[src/rtl/uart_pic_loader.sv]
// Framed image loader: hunts for a 55 AA header in the UART FIFO, validates the
// window, programs CASET/RASET/RAMWR and streams pixel bytes to the LCD writer.
module uart_pic_loader #(
  parameter int unsigned H_PIX       = 240,
  parameter int unsigned V_PIX       = 320,
  parameter logic [23:0] TIMEOUT_CYC = 24'd12_000_000
) (
  input  logic       sys_clk,
  input  logic       sys_rst_n,
  input  logic       init_done,
  input  logic       wr_done,
  input  logic       fifo_empty,
  input  logic [7:0] fifo_data,
  output logic       fifo_rdEn,
  output logic [8:0] show_pic_data,
  output logic       en_write_show_pic,
  output logic       frame_done,
  output logic       frame_err
);

  localparam logic [2:0] S_IDLE  = 3'd0;
  localparam logic [2:0] S_HUNT0 = 3'd1;
  localparam logic [2:0] S_HUNT1 = 3'd2;
  localparam logic [2:0] S_HDR   = 3'd3;
  localparam logic [2:0] S_CHECK = 3'd4;
  localparam logic [2:0] S_WIN   = 3'd5;
  localparam logic [2:0] S_PIX   = 3'd6;

  localparam logic [9:0] H_LIM = H_PIX[9:0];
  localparam logic [9:0] V_LIM = V_PIX[9:0];

  logic [2:0]  state_q, state_d;
  logic        rd_en_q, rd_en_d;
  logic        byte_vld_q;
  logic        wr_busy_q, wr_busy_d;
  logic        strobe_q, strobe_d;
  logic [8:0]  data_q, data_d;
  logic        done_q, done_d;
  logic        err_q, err_d;
  logic [2:0]  hdr_idx_q, hdr_idx_d;
  logic [3:0]  win_idx_q, win_idx_d;
  logic [8:0]  xs_q, xs_d, ys_q, ys_d, w_q, w_d, h_q, h_d;
  logic [9:0]  xe_q, xe_d, ye_q, ye_d;
  logic [17:0] pix_cnt_q, pix_cnt_d;
  logic [23:0] tmo_q, tmo_d;

  logic [9:0]  xe_calc, ye_calc;
  logic [17:0] pix_total;
  logic        frame_bad;
  logic        need_byte;
  logic        pop;
  logic [8:0]  win_word;

  assign xe_calc   = {1'b0, xs_q} + {1'b0, w_q} - 10'd1;
  assign ye_calc   = {1'b0, ys_q} + {1'b0, h_q} - 10'd1;
  assign pix_total = 18'(w_q) * 18'(h_q) * 18'd2;
  assign frame_bad = (w_q == 9'd0) || (h_q == 9'd0) || (xe_calc >= H_LIM) || (ye_calc >= V_LIM);

  // Only one pop may be outstanding, and never while a word is being shifted out.
  assign need_byte = (state_q == S_HUNT0) || (state_q == S_HUNT1) || (state_q == S_HDR) ||
                     ((state_q == S_PIX) && (pix_cnt_q != 18'd0));
  assign pop       = need_byte && !fifo_empty && !rd_en_q && !byte_vld_q && !wr_busy_q;

  always_comb begin
    win_word = {1'b0, 8'h2C};
    case (win_idx_q)
      4'd0:    win_word = {1'b0, 8'h2A};
      4'd1:    win_word = {1'b1, 7'b0, xs_q[8]};
      4'd2:    win_word = {1'b1, xs_q[7:0]};
      4'd3:    win_word = {1'b1, 6'b0, xe_q[9:8]};
      4'd4:    win_word = {1'b1, xe_q[7:0]};
      4'd5:    win_word = {1'b0, 8'h2B};
      4'd6:    win_word = {1'b1, 7'b0, ys_q[8]};
      4'd7:    win_word = {1'b1, ys_q[7:0]};
      4'd8:    win_word = {1'b1, 6'b0, ye_q[9:8]};
      4'd9:    win_word = {1'b1, ye_q[7:0]};
      default: win_word = {1'b0, 8'h2C};
    endcase
  end

  always_comb begin
    state_d   = state_q;
    rd_en_d   = pop;
    wr_busy_d = wr_busy_q & ~wr_done;
    strobe_d  = 1'b0;
    data_d    = data_q;
    done_d    = 1'b0;
    err_d     = 1'b0;
    hdr_idx_d = hdr_idx_q;
    win_idx_d = win_idx_q;
    xs_d      = xs_q;
    ys_d      = ys_q;
    w_d       = w_q;
    h_d       = h_q;
    xe_d      = xe_q;
    ye_d      = ye_q;
    pix_cnt_d = pix_cnt_q;
    tmo_d     = 24'd0;

    case (state_q)
      S_IDLE: begin
        if (init_done) state_d = S_HUNT0;
      end
      S_HUNT0: begin
        if (byte_vld_q && (fifo_data == 8'h55)) state_d = S_HUNT1;
      end
      S_HUNT1: begin
        if (byte_vld_q) begin
          if (fifo_data == 8'hAA) begin
            state_d   = S_HDR;
            hdr_idx_d = 3'd0;
          end else if (fifo_data != 8'h55) begin
            state_d = S_HUNT0;
          end
        end
      end
      S_HDR: begin
        if (byte_vld_q) begin
          case (hdr_idx_q)
            3'd0:    xs_d[8]   = fifo_data[0];
            3'd1:    xs_d[7:0] = fifo_data;
            3'd2:    ys_d[8]   = fifo_data[0];
            3'd3:    ys_d[7:0] = fifo_data;
            3'd4:    w_d[8]    = fifo_data[0];
            3'd5:    w_d[7:0]  = fifo_data;
            3'd6:    h_d[8]    = fifo_data[0];
            default: h_d[7:0]  = fifo_data;
          endcase
          hdr_idx_d = hdr_idx_q + 3'd1;
          if (hdr_idx_q == 3'd7) state_d = S_CHECK;
        end
      end
      S_CHECK: begin
        xe_d = xe_calc;
        ye_d = ye_calc;
        if (frame_bad) begin
          err_d   = 1'b1;
          state_d = S_HUNT0;
        end else begin
          pix_cnt_d = pix_total;
          win_idx_d = 4'd0;
          state_d   = S_WIN;
        end
      end
      S_WIN: begin
        // Stay here until RAMWR itself has completed so its wr_done is not
        // mistaken for a pixel completion.
        if (!wr_busy_q) begin
          if (win_idx_q == 4'd11) begin
            state_d = S_PIX;
          end else begin
            strobe_d  = 1'b1;
            data_d    = win_word;
            wr_busy_d = 1'b1;
            win_idx_d = win_idx_q + 4'd1;
          end
        end
      end
      S_PIX: begin
        if (byte_vld_q) begin
          strobe_d  = 1'b1;
          data_d    = {1'b1, fifo_data};
          wr_busy_d = 1'b1;
        end else if (wr_busy_q && wr_done) begin
          pix_cnt_d = pix_cnt_q - 18'd1;
          if (pix_cnt_q == 18'd1) begin
            done_d  = 1'b1;
            state_d = S_HUNT0;
          end
        end
      end
      default: state_d = S_IDLE;
    endcase

    if ((state_q == S_HDR) || (state_q == S_PIX)) begin
      tmo_d = pop ? 24'd0 : tmo_q + 24'd1;
      if (!pop && !rd_en_q && !byte_vld_q && !done_d && (tmo_q == TIMEOUT_CYC - 24'd1)) begin
        err_d   = 1'b1;
        state_d = S_HUNT0;
        tmo_d   = 24'd0;
      end
    end
  end

  always_ff @(posedge sys_clk or negedge sys_rst_n) begin
    if (!sys_rst_n) begin
      state_q    <= S_IDLE;
      rd_en_q    <= 1'b0;
      byte_vld_q <= 1'b0;
      wr_busy_q  <= 1'b0;
      strobe_q   <= 1'b0;
      data_q     <= 9'h000;
      done_q     <= 1'b0;
      err_q      <= 1'b0;
      hdr_idx_q  <= 3'd0;
      win_idx_q  <= 4'd0;
      xs_q       <= 9'd0;
      ys_q       <= 9'd0;
      w_q        <= 9'd0;
      h_q        <= 9'd0;
      xe_q       <= 10'd0;
      ye_q       <= 10'd0;
      pix_cnt_q  <= 18'd0;
      tmo_q      <= 24'd0;
    end else begin
      state_q    <= state_d;
      rd_en_q    <= rd_en_d;
      byte_vld_q <= rd_en_q;
      wr_busy_q  <= wr_busy_d;
      strobe_q   <= strobe_d;
      data_q     <= data_d;
      done_q     <= done_d;
      err_q      <= err_d;
      hdr_idx_q  <= hdr_idx_d;
      win_idx_q  <= win_idx_d;
      xs_q       <= xs_d;
      ys_q       <= ys_d;
      w_q        <= w_d;
      h_q        <= h_d;
      xe_q       <= xe_d;
      ye_q       <= ye_d;
      pix_cnt_q  <= pix_cnt_d;
      tmo_q      <= tmo_d;
    end
  end

  assign fifo_rdEn         = rd_en_q;
  assign show_pic_data     = data_q;
  assign en_write_show_pic = strobe_q;
  assign frame_done        = done_q;
  assign frame_err         = err_q;

endmodule

[config.mk]
export PLATFORM = sky130hd
export DESIGN_NAME = uart_pic_loader
export DESIGN_NICKNAME = d
export VERILOG_FILES = /design/src/rtl/uart_pic_loader.sv
export SDC_FILE = /design/constraint.sdc
export NUM_CORES = 1
export LEC_CHECK = 0
export ABC_AREA = 1
export CORE_MARGIN = 2
export CORE_UTILIZATION = 55
export CTS_BUF_LIST = sky130_fd_sc_hd__clkbuf_8 sky130_fd_sc_hd__clkbuf_16
export CTS_CLUSTER_DIAMETER = 200
export DETAILED_ROUTE_END_ITERATION = 12
export PLACE_DENSITY_LB_ADDON = 0.12
export SYNTH_ARGS = -nofsm -noshare
export SYNTH_HDL_FRONTEND = slang
export SYNTH_SLANG_ARGS = --single-unit
[constraint.sdc]
create_clock -name sys_clk -period 11.1 [get_ports sys_clk]
set_input_delay 2.22 -clock sys_clk [delete_from_list [all_inputs] [get_ports sys_clk]]
set_output_delay 2.22 -clock sys_clk [all_outputs]
set_load 0.005 [all_outputs]
==> flow_summary.json <==
{
  "synth.top_cell.area_share_pct": 29.2,
  "rsz0062_at_grt": "false",
  "via_count": 9209,
  "p_comb_share_pct": 66.2,
  "clock_skew_ns": 0.00928,
  "slowest_stage": "dfrtp_1",
  "grtUsageTotal_pct": 27.9,
  "worstPathRequired_ns": 11.41,
  "start_util_pct": 56.2,
  "leakage_nw": 6.38,
  "synth-seq-area-share_pct": 29.2,
  "crit_fanout": 11,
  "ys_types": 51,
  "crit_top_cell": "nand2_1",
  "min_period_over_period_pct": 41.9,
  "drive_gt1_share_pct": 5.41,
  "fin_cells": 1713,
  "power.density_mw_per_mm2": 298,
  "rows": 50,
  "drv_slew": 0,
  "clk_latency_ns": 0.43,
  "p_int_mw": 1.75,
  "synthArstFlopShare_pct": 100,
  "arrival_ns": 4.96,
  "ioPinCount": 26,
  "final_area_sq_mm": 0.0115,
  "synth.avg_cell_area_sq_um": 7.22,
  "port_buffers": 25,
  "hold_violations": 0,
  "vias_per_cell": 5.38,
  "yosys_register_bits": 123,
  "area_growth_pct": 9.50,
  "chipHeight_um": 142,
  "placed_area_sq_mm": 0.0109,
  "tightestPinTransition_ns": 0.869,
  "synth_edf_count": 0,
  "syn_area_sq_mm": 0.0105,
  "reg2reg_slack_ns": 6.45,
  "p_clk_share_pct": 17.6,
  "rr_worst_depth": 18,
  "path_delay_family": "adder cells",
  "cts_root_buffer": "clkbuf_16",
  "critPathCaptureType": "flop",
  "status": "finished clean",
  "cts_hold_buf": 0,
  "overflow": 0,
  "timing.rr.end": "pix_cnt_q[12]",
  "place.gp.congestion": 0.907,
  "antennaDiodeCount": 0,
  "die_w_um": 142,
  "wl_per_cell_um": 15.6,
  "routed_wl_mm": 26.7,
  "cts_htree_levels": 4,
  "path_cells": "nand2_1 -> fa_1 -> fa_1 -> inv_1 -> fa_1 -> inv_1 -> fa_1 -> inv_1 -> ha_1 -> nand2_1 -> o21ai_0 -> nor2_1 -> o21ai_0 -> nand2_1 -> nand2_1 -> o21ai_0 -> nand2_1 -> nand2_1",
  "die_area_sq_mm": 0.0203,
  "vdd_drop_max_mv": 0.286,
  "setup_tns_ns": 0,
  "hpwl_mm": 20.2,
  "grt_pass1_wl_mm": 44.5,
  "fillers": 1749,
  "antenna_found_initial": 0,
  "syn_inst": 1459,
  "switching_share_pct": 49.1,
  "seq_power_share_pct": 16.2,
  "synth.area.top_cells": "dfrtp_1, nand2_1, inv_1",
  "max_cap_viol_count": 0,
  "postRouteAntennaNets": 0,
  "crit_buf_inv": 3,
  "synth_ff_type": "dfrtp_1",
  "nNetsFinal": 1613,
  "syn-num-nets": 1606,
  "critPathMaxStageDelay_ns": 0.65,
  "cts_setup_buffers": 0,
  "worstHoldPathCells": 0,
  "clock_path_buffers": 2,
  "fmax_ghz": 0.215,
  "ys.warnings.count": 0,
  "min_from": "fifo_rdEn",
  "r2r_start": "h_q[6]",
  "grt_max_degree": 66,
  "core_sq_mm": 0.0188,
  "start_kind": "flop",
  "slew_headroom_pct": 41.9,
  "finalSetupViolations": 0,
  "path_class": "reg -> reg",
  "period_needed_ns": 4.65,
  "pre_cts_slack_ns": 6.55,
  "fin_ws_ns": 6.45,
  "cts.sinks": 123,
  "drc": 0,
  "dp_cells": 1681,
  "path_clk_slew_ns": 0.06,
  "cts_made_buffers": 17,
  "cts_resized": 0,
  "cts_tree": "done",
  "min_path_type": "reg -> reg",
  "holdPathEnd": "byte_vld_q",
  "first_global_vias": 8963,
  "drt_iter0_drc": 762,
  "firstDrtPassIters": 8,
  "p_switching_mw": 1.69,
  "yosys.area.top_type": "dfrtp_1"
}
-- power groups by stage --
stage          Clock [mW]  Combinational (mW)  Sequential, mW
6_report            0.605                2.27           0.558
4_1_cts             0.613                2.26           0.558
3_3_place_gp            0                2.22           0.564
2_1_floorplan           0                1.68           0.531
3_5_place_dp            0                2.21           0.564
5_1_grt             0.632                2.60           0.566
-- logic make-up (layout without fill, tap and decap cells) --
| kind of cell | after synthesis | in the layout | synth area share [%] |
|---|---|---|---|
| AOI/OAI and AO/OA | 170 | 170 | 9.01 |
| xor gates and xnor gates | 23 | 23 | 1.91 |
| buffers and inverters | 329 | 349 | 12.1 |
| DFF | 123 | 123 | 29.2 |
| adders and majority gates | 134 | 134 | 19.5 |
| and+or+nand+nor | 680 | 680 | 28.2 |
-- synthesized netlist by cell type (all sizes together) (5+ instances only) --
master,number
a21oi,34
nand4,23
ha,83
nand3,90
clkbuf,30
inv,290
xor2,17
o22ai,7
a221oi,5
xnor2,6
a31oi,10
o21ai,100
fa,51
nor3,25
nand2,393
buf,9
or2,6
dfrtp,123
nor2,126
nor4,10
-- how the worst max path moves through the flow --
| stage | startpoint | end | slack (ns) | depth (start not counted) |
|---|---|---|---|---|
| after floorplan | w_q[5] | pix_cnt_q[13] | 6.85 | 19 |
| after global placement | h_q[6] | pix_cnt_q[13] | 6.57 | 17 |
| after detailed placement | w_q[5] | pix_cnt_q[13] | 6.55 | 18 |
| after CTS | h_q[6] | pix_cnt_q[12] | 6.47 | 18 |
| after global routing | w_q[5] | pix_cnt_q[12] | 6.09 | 18 |
| final | h_q[6] | pix_cnt_q[12] | 6.45 | 18 |
-- area by class of cell --
cell class	instances	area [sq um]	share of cell area (%)
Clock buffer	17	425	3.69
Clock inverter	15	206	1.79
Inverter	290	1090	9.45
Multi-Input combinational cell	1007	6180	53.6
Sequential cell	123	3080	26.7
Tap cell	234	293	2.54
Timing Repair Buffer	27	263	2.28
-- metrics by stage --
| step | util [%] | hold slack [ns] | power [mW] |
|---|---|---|---|
| after floorplan | - | 0.389 | 2.21 |
| after global placement | 58.1 | 0.394 | 2.78 |
| after detailed placement | 58.1 | 0.399 | 2.77 |
| after CTS | 61.5 | 0.416 | 3.43 |
| after global routing | 61.5 | 0.435 | 3.80 |
| final | 61.5 | 0.411 | 3.44 |
-- flip-flops by register name, indices dropped and copies added, names as in the netlist --
register	flops
byte_vld_q	1
en_write_show_pic	1
fifo_rdEn	1
frame_done	1
frame_err	1
h_q	9
hdr_idx_q	3
pix_cnt_q	18
show_pic_data	9
state_q	3
tmo_q	24
w_q	9
win_idx_q	4
wr_busy_q	1
xe_q	10
xs_q	9
ye_q	10
ys_q	9
-- cell usage in the layout (no fill, tap or decap), types with 24 or more instances in the layout --
cell / n
nand2_1: 389
o21ai_0: 94
dfrtp_1: 123
clkdlybuf4s50_1: 24
fa_1: 51
ha_1: 83
nand3_1: 86
nor2_1: 104
a21oi_1: 32
inv_1: 286
-- layer usage --
metal / global-route usage (%) / vias up / wire (um)
met5: 0 / - / 0
met4: 8.39 / 0 / 639
met3: 6.02 / 53 / 1440
met2: 43.6 / 245 / 12000
met1: 39.2 / 4321 / 12600
li1: - / 4590 / -
No activity file was read; power rests on OpenSTA's default activity.
